File: src/rtl/reg_file_pkg.sv
// Shared constants for the architectural integer register bank.
package reg_file_pkg;
  localparam int DATA_W_DEF   = 32;
  localparam int NUM_REGS_DEF = 32;
  localparam int ADDR_W_DEF   = $clog2(NUM_REGS_DEF);
  localparam int ZERO_REG     = 0;
endpackage

File: src/rtl/reg_file_reg_we.sv
// One register-file word: DATA_W-bit register with write enable and
// asynchronous active-low clear.
module reg_we #(
  parameter int DATA_W = 32
) (
  input  logic              clk,
  input  logic              rst_n,
  input  logic              en_i,
  input  logic [DATA_W-1:0] d_i,
  output logic [DATA_W-1:0] q_o
);

  logic [DATA_W-1:0] data_q;
  logic [DATA_W-1:0] data_d;

  // Next state: load new data when enabled, otherwise hold.
  always_comb begin
    data_d = data_q;
    if (en_i) data_d = d_i;
  end

  // Storage flop, cleared asynchronously.
  always_ff @(posedge clk or negedge rst_n) begin
    if (!rst_n) data_q <= '0;
    else        data_q <= data_d;
  end

  assign q_o = data_q;

endmodule

File: src/rtl/reg_file.sv
// Two-read, one-write register file. Word 0 is constant zero. Reads are
// combinational, with an optional same-cycle write-to-read bypass.
module reg_file
  import reg_file_pkg::*;
#(
  parameter int DATA_W   = DATA_W_DEF,
  parameter int NUM_REGS = NUM_REGS_DEF,
  parameter int ADDR_W   = $clog2(NUM_REGS),
  parameter int BYPASS   = 1
) (
  input  logic              clk,
  input  logic              reset,
  input  logic              we,
  input  logic [ADDR_W-1:0] waddr,
  input  logic [DATA_W-1:0] wdata,
  input  logic [ADDR_W-1:0] raddr1,
  input  logic [ADDR_W-1:0] raddr2,
  output logic [DATA_W-1:0] rdata1,
  output logic [DATA_W-1:0] rdata2
);

  logic [DATA_W-1:0]   word_q [NUM_REGS];
  logic [NUM_REGS-1:1] wen;
  logic                wr_live;

  // Word 0 is not storage; it always reads as zero.
  assign word_q[ZERO_REG] = '0;

  // One-hot write decoder plus one storage word per non-zero address.
  // Address 0 has no decoder output, so writes to it vanish.
  for (genvar g = ZERO_REG + 1; g < NUM_REGS; g++) begin : g_word
    assign wen[g] = we && (waddr == ADDR_W'(g));

    reg_we #(
      .DATA_W (DATA_W)
    ) u_word (
      .clk   (clk),
      .rst_n (reset),
      .en_i  (wen[g]),
      .d_i   (wdata),
      .q_o   (word_q[g])
    );
  end

  // A write is "live" for bypass only outside reset and to a real register,
  // so reset keeps both read ports at zero even while we is high.
  assign wr_live = reset && we && (waddr != ADDR_W'(ZERO_REG));

  // Read port 1: stored word, overridden by in-flight write data on a hit.
  always_comb begin
    rdata1 = word_q[raddr1];
    if ((BYPASS != 0) && wr_live && (raddr1 == waddr)) rdata1 = wdata;
  end

  // Read port 2: same selection, decided independently of port 1.
  always_comb begin
    rdata2 = word_q[raddr2];
    if ((BYPASS != 0) && wr_live && (raddr2 == waddr)) rdata2 = wdata;
  end

endmodule

File: config.mk
export PLATFORM = sky130hd
export DESIGN_NAME = reg_file
export DESIGN_NICKNAME = d
export VERILOG_FILES = /design/src/rtl/reg_file_pkg.sv /design/src/rtl/reg_file_reg_we.sv /design/src/rtl/reg_file.sv
export SDC_FILE = /design/constraint.sdc
export NUM_CORES = 2
export LEC_CHECK = 0
export ABC_AREA = 1
export CAP_MARGIN = 20
export CORE_ASPECT_RATIO = 2
export CORE_MARGIN = 2
export CORE_UTILIZATION = 25
export CTS_CLUSTER_SIZE = 10
export DETAILED_ROUTE_END_ITERATION = 6
export SYNTH_ARGS = -nofsm -noshare
export SYNTH_HDL_FRONTEND = slang
export SYNTH_HIERARCHICAL = 1
export SYNTH_SLANG_ARGS = --single-unit
export TNS_END_PERCENT = 100
File: constraint.sdc
create_clock -name clk -period 7.7 [get_ports clk]
set_clock_uncertainty 0.15 [all_clocks]
set_input_delay 2.31 -clock clk [delete_from_list [all_inputs] [get_ports clk]]
set_output_delay 2.31 -clock clk [all_outputs]
set_load 0.03 [all_outputs]
==> results.py <==
metrics = {
    "clocking": {
        "clock_tree_from_tritoncts": "yes",
        "total_cts_buffers": 109,
        "cts_hold_repair.buffers": 0,
        "count_of_h_tree_levels_built_during_cts": 3,
        "cts.sink_count": 992,
        "post_cts_setup_buffer_count": 0,
        "ctsRootBufferMaster": "sky130_fd_sc_hd__clkbuf_16",
        "worst_skew_pair.late_latency_ns": 0.74,
        "cts_buffer_depth": 3,
        "clock_transition_at_the_register_clock_pins_on_the_worst_setup_and_hold_paths_after_cts_ns": 0.06,
        "postCtsResizedCells": 0,
    },
    "worst_setup_path": {
        "worst_path_largest_cell_delay_ns": 0.50,
        "critical_path_buf_inv_count": 4,
        "cp_data_required_time_ns": 5.24,
        "cp_cell_sequence": "buf_8 -> buf_12 -> nand2_1 -> nand4_1 -> nor3_1 -> nand2_2 -> buf_4 -> nand3_1 -> nand2_1 -> buf_12",
        "worst_setup_path_end_kind": "primary output",
        "critical_path_startpoint_category": "input port",
        "timing.critical_path.slowest_stage_cell": "sky130_fd_sc_hd__buf_4",
        "critical_path_class": "input port to primary output",
        "critPathArrivalTime_ns": 4.83,
        "cpLargestDelayFamily": "buffers and inverters",
        "worst-path-max-fanout": 113,
    },
    "drt": {
        "routed_wl_um": 301000,
        "drt_first_iter_violations": 7692,
        "drt-vias-per-instance": 5.05,
        "drt_pass1_iterations": 7,
        "route.detailed.drc": 4,
        "postRouteAntennaNets": 0,
        "route.vias.total": 65441,
        "post_dr_wirelength_cell_um": 23.2,
    },
    "final_layout": {
        "fill_cells": 28374,
        "largest_register_ffs": 992,
        "post-route-cell-area_mm2": 0.0701,
        "post-route-util_pct": 27.6,
        "layout-drive-gt1-share_pct": 8.63,
        "nets": 9680,
        "flow.area_growth_from_synthesis_pct": 9.67,
    },
    "sta": {
        "period_needed_ns": 7.29,
        "max_slew.worst_pin.slew_ns": 1.12,
        "timing.slew.headroom_pct": 24.9,
        "grt_setup_unrepaired": "false",
        "fin_crit_sh_pct": 94.6,
        "finalHoldViolations": 0,
        "final_setup_viols": 0,
        "final_max_slew_viol_count": 0,
        "final.setup.tns_ns": 0,
        "maxClockFrequency_ghz": 0.137,
        "timing.hold.ws_ns": 0.318,
    },
    "placed_design": {
        "dpl.hpwl_um": 180000,
        "detailed_place.area_mm2": 0.0671,
        "routabilityCongestion": 0.919,
        "io_buffers": 113,
    },
    "pwr": {
        "max-vdd-ir-drop_v": 0.000190,
        "clkPwrFrac_pct": 31.4,
        "power.share.combinational_pct": 25.2,
        "switching_power_mw": 5.60,
        "pwr_density_cell_mw_per_mm2": 223,
        "leakage_nw": 37.5,
        "cellInternalPower_mw": 10.1,
        "p_seq_share_pct": 43.4,
        "netSwitchingFraction_pct": 35.8,
    },
    "logic_synthesis": {
        "synthTopCellsByArea": "sky130_fd_sc_hd__dfrtp_1 39%, sky130_fd_sc_hd__nand2_1 29%, sky130_fd_sc_hd__nand3_1 14%",
        "netlist.top_cell.by_area": "sky130_fd_sc_hd__dfrtp_1",
        "ys.warnings.count": 6,
        "avgSynthCellArea_um2": 6.51,
        "syn_area_mm2": 0.0639,
        "yosys.area.top_type_share_pct": 38.8,
        "syn_nets": 9872,
        "synth_seq_area_share_pct": 38.8,
        "synth_cells": 9822,
        "yosys.cell_types.count": 21,
        "ys_ff_latch": 992,
    },
    "grt": {
        "grt_antenna_before_repair": 11,
        "gr-usage-all-layers_pct": 22.6,
        "grt_pass1_vias": 62800,
        "largest_net_degree_at_the_start_of_global_routing": 152,
        "grt_remaining_overflow": 0,
        "grt_first_pass_wirelength_um": 433000,
    },
    "floorplan": {
        "chipWidth_um": 362,
        "die-area_mm2": 0.260,
        "floorplan.rows": 262,
        "dieHeight_um": 719,
        "initial_standard_cell_utilization_of_the_core_pct": 25.1,
        "core_area_mm2": 0.254,
        "ioPinCount": 114,
    },
    "status": {
        "outcome": "finished with violations",
        "failed_checks": "DRC",
    },
    "worst_hold_path": {
        "timing.hold.worst.class": "flip-flop to flip-flop",
    },
    "flow_run": {
        "timing.max_cap.violations": 0,
    },
}
cells in the final DEF (no fill, tap or decap):
cell / netlist / layout
sky130_fd_sc_hd__nor3_1: 2 / 1
sky130_fd_sc_hd__bufinv_16: 0 / 1
sky130_fd_sc_hd__diode_2: 0 / 9
sky130_fd_sc_hd__clkdlybuf4s50_1: 0 / 38
sky130_fd_sc_hd__buf_2: 265 / 2
sky130_fd_sc_hd__nor2_4: 0 / 31
sky130_fd_sc_hd__clkbuf_16: 0 / 109
sky130_fd_sc_hd__nor2_1: 162 / 132
sky130_fd_sc_hd__inv_6: 0 / 3
sky130_fd_sc_hd__buf_16: 0 / 1
sky130_fd_sc_hd__clkinv_2: 0 / 1
sky130_fd_sc_hd__inv_16: 0 / 3
sky130_fd_sc_hd__dfrtp_1: 992 / 992
sky130_fd_sc_hd__clkinv_8: 0 / 1
sky130_fd_sc_hd__clkbuf_1: 95 / 1
sky130_fd_sc_hd__nand4_1: 2 / 2
sky130_fd_sc_hd__xor2_1: 4 / 4
sky130_fd_sc_hd__nand2_2: 310 / 312
sky130_fd_sc_hd__clkbuf_8: 93 / 2
sky130_fd_sc_hd__inv_8: 31 / 35
sky130_fd_sc_hd__nand3_1: 1826 / 1826
sky130_fd_sc_hd__clkinv_16: 0 / 2
sky130_fd_sc_hd__a21oi_1: 2 / 2
sky130_fd_sc_hd__inv_1: 839 / 836
sky130_fd_sc_hd__buf_8: 0 / 5
sky130_fd_sc_hd__inv_2: 13 / 9
sky130_fd_sc_hd__nand2_1: 4974 / 4972
sky130_fd_sc_hd__inv_4: 0 / 2
sky130_fd_sc_hd__buf_4: 18 / 225
sky130_fd_sc_hd__nor3_2: 0 / 1
sky130_fd_sc_hd__buf_12: 31 / 87
worst paths after layout:
path                                                       start                                    end  slack, ns  depth (start not counted)
max in group asynchronous                                  reset   g_word[7].u_word/q_o[23]$_DFFE_PN0P_       2.90                          5
hold / removal             g_word[29].u_word/q_o[31]$_DFFE_PN0P_  g_word[29].u_word/q_o[31]$_DFFE_PN0P_       0.32                          2
setup / recovery                                       raddr1[0]                             rdata1[31]       0.41                         10
hold reg to reg            g_word[29].u_word/q_o[31]$_DFFE_PN0P_  g_word[29].u_word/q_o[31]$_DFFE_PN0P_       0.32                          2
setup reg to reg            g_word[6].u_word/q_o[19]$_DFFE_PN0P_   g_word[6].u_word/q_o[19]$_DFFE_PN0P_       6.87                          2
min in group asynchronous                                  reset   g_word[11].u_word/q_o[0]$_DFFE_PN0P_       1.26                          1
power groups by stage:
stage	Sequential, mW	Combinational, mW	Clock [mW]
floorplan	6.72	2.66	0
global placement	6.83	3.85	0
detailed placement	6.85	3.91	0
CTS	6.77	3.92	4.94
global route	6.90	4.47	5.10
finish	6.80	3.95	4.91
layer usage:
metal,GRT usage [%],share of wire (%)
met5,0,0.0060
met4,19.7,10
met2,36.7,46
met3,4.11,8.8
met1,25.4,35
cell usage after synthesis:
library cell / number
sky130_fd_sc_hd__clkbuf_8: 93
sky130_fd_sc_hd__clkinv_1: 1
sky130_fd_sc_hd__a21oi_1: 2
sky130_fd_sc_hd__nand4_1: 2
sky130_fd_sc_hd__buf_1: 55
sky130_fd_sc_hd__buf_12: 31
sky130_fd_sc_hd__nor3_1: 2
sky130_fd_sc_hd__inv_1: 839
sky130_fd_sc_hd__nand2_1: 4974
sky130_fd_sc_hd__nor2_1: 162
sky130_fd_sc_hd__buf_6: 106
sky130_fd_sc_hd__xor2_1: 4
sky130_fd_sc_hd__clkbuf_1: 95
sky130_fd_sc_hd__inv_2: 13
sky130_fd_sc_hd__dfrtp_1: 992
sky130_fd_sc_hd__buf_4: 18
sky130_fd_sc_hd__buf_2: 265
sky130_fd_sc_hd__nor2_2: 1
sky130_fd_sc_hd__inv_8: 31
sky130_fd_sc_hd__nand3_1: 1826
sky130_fd_sc_hd__nand2_2: 310
layout make-up:
class	count	area (um^2)	area share (%)
multi-input combinational	7283	30700	43.7
sequential	992	24800	35.4
tap	3300	4130	5.89
timing repair buffer	360	3950	5.64
inverter	884	3600	5.13
clock buffer	110	2730	3.90
clock inverter	9	180	0.257
antenna	9	22.5	0.0321
kinds of logic (layout without fill, tap and decap cells):
family,count (synthesis),count (layout),synth area share [%]
other,0,9,0
XOR/XNOR,4,4,0.0548
flip-flops,992,992,38.8
AO/OA/AOI/OAI,2,2,0.0157
AND/OR/NAND/NOR,7277,7277,47.5
buffers and inverters,1547,1363,13.6
per-stage QoR:
stage	setup slack [ns]	power [mW]	std cells
global route	0.332	16.5	12940
floorplan	1.75	9.38	9822
CTS	0.474	15.6	12937
detailed placement	0.475	10.8	12818
global placement	0.497	10.7	12818
finish	0.415	15.7	12947
tightest hold or removal path: cells and delay by family, from the launching register on:
kind	cells	cell delay (ns)
AND/OR/NAND/NOR	2	0.10
flip-flops	1	0.34
Power figures use the tool's default switching activity.
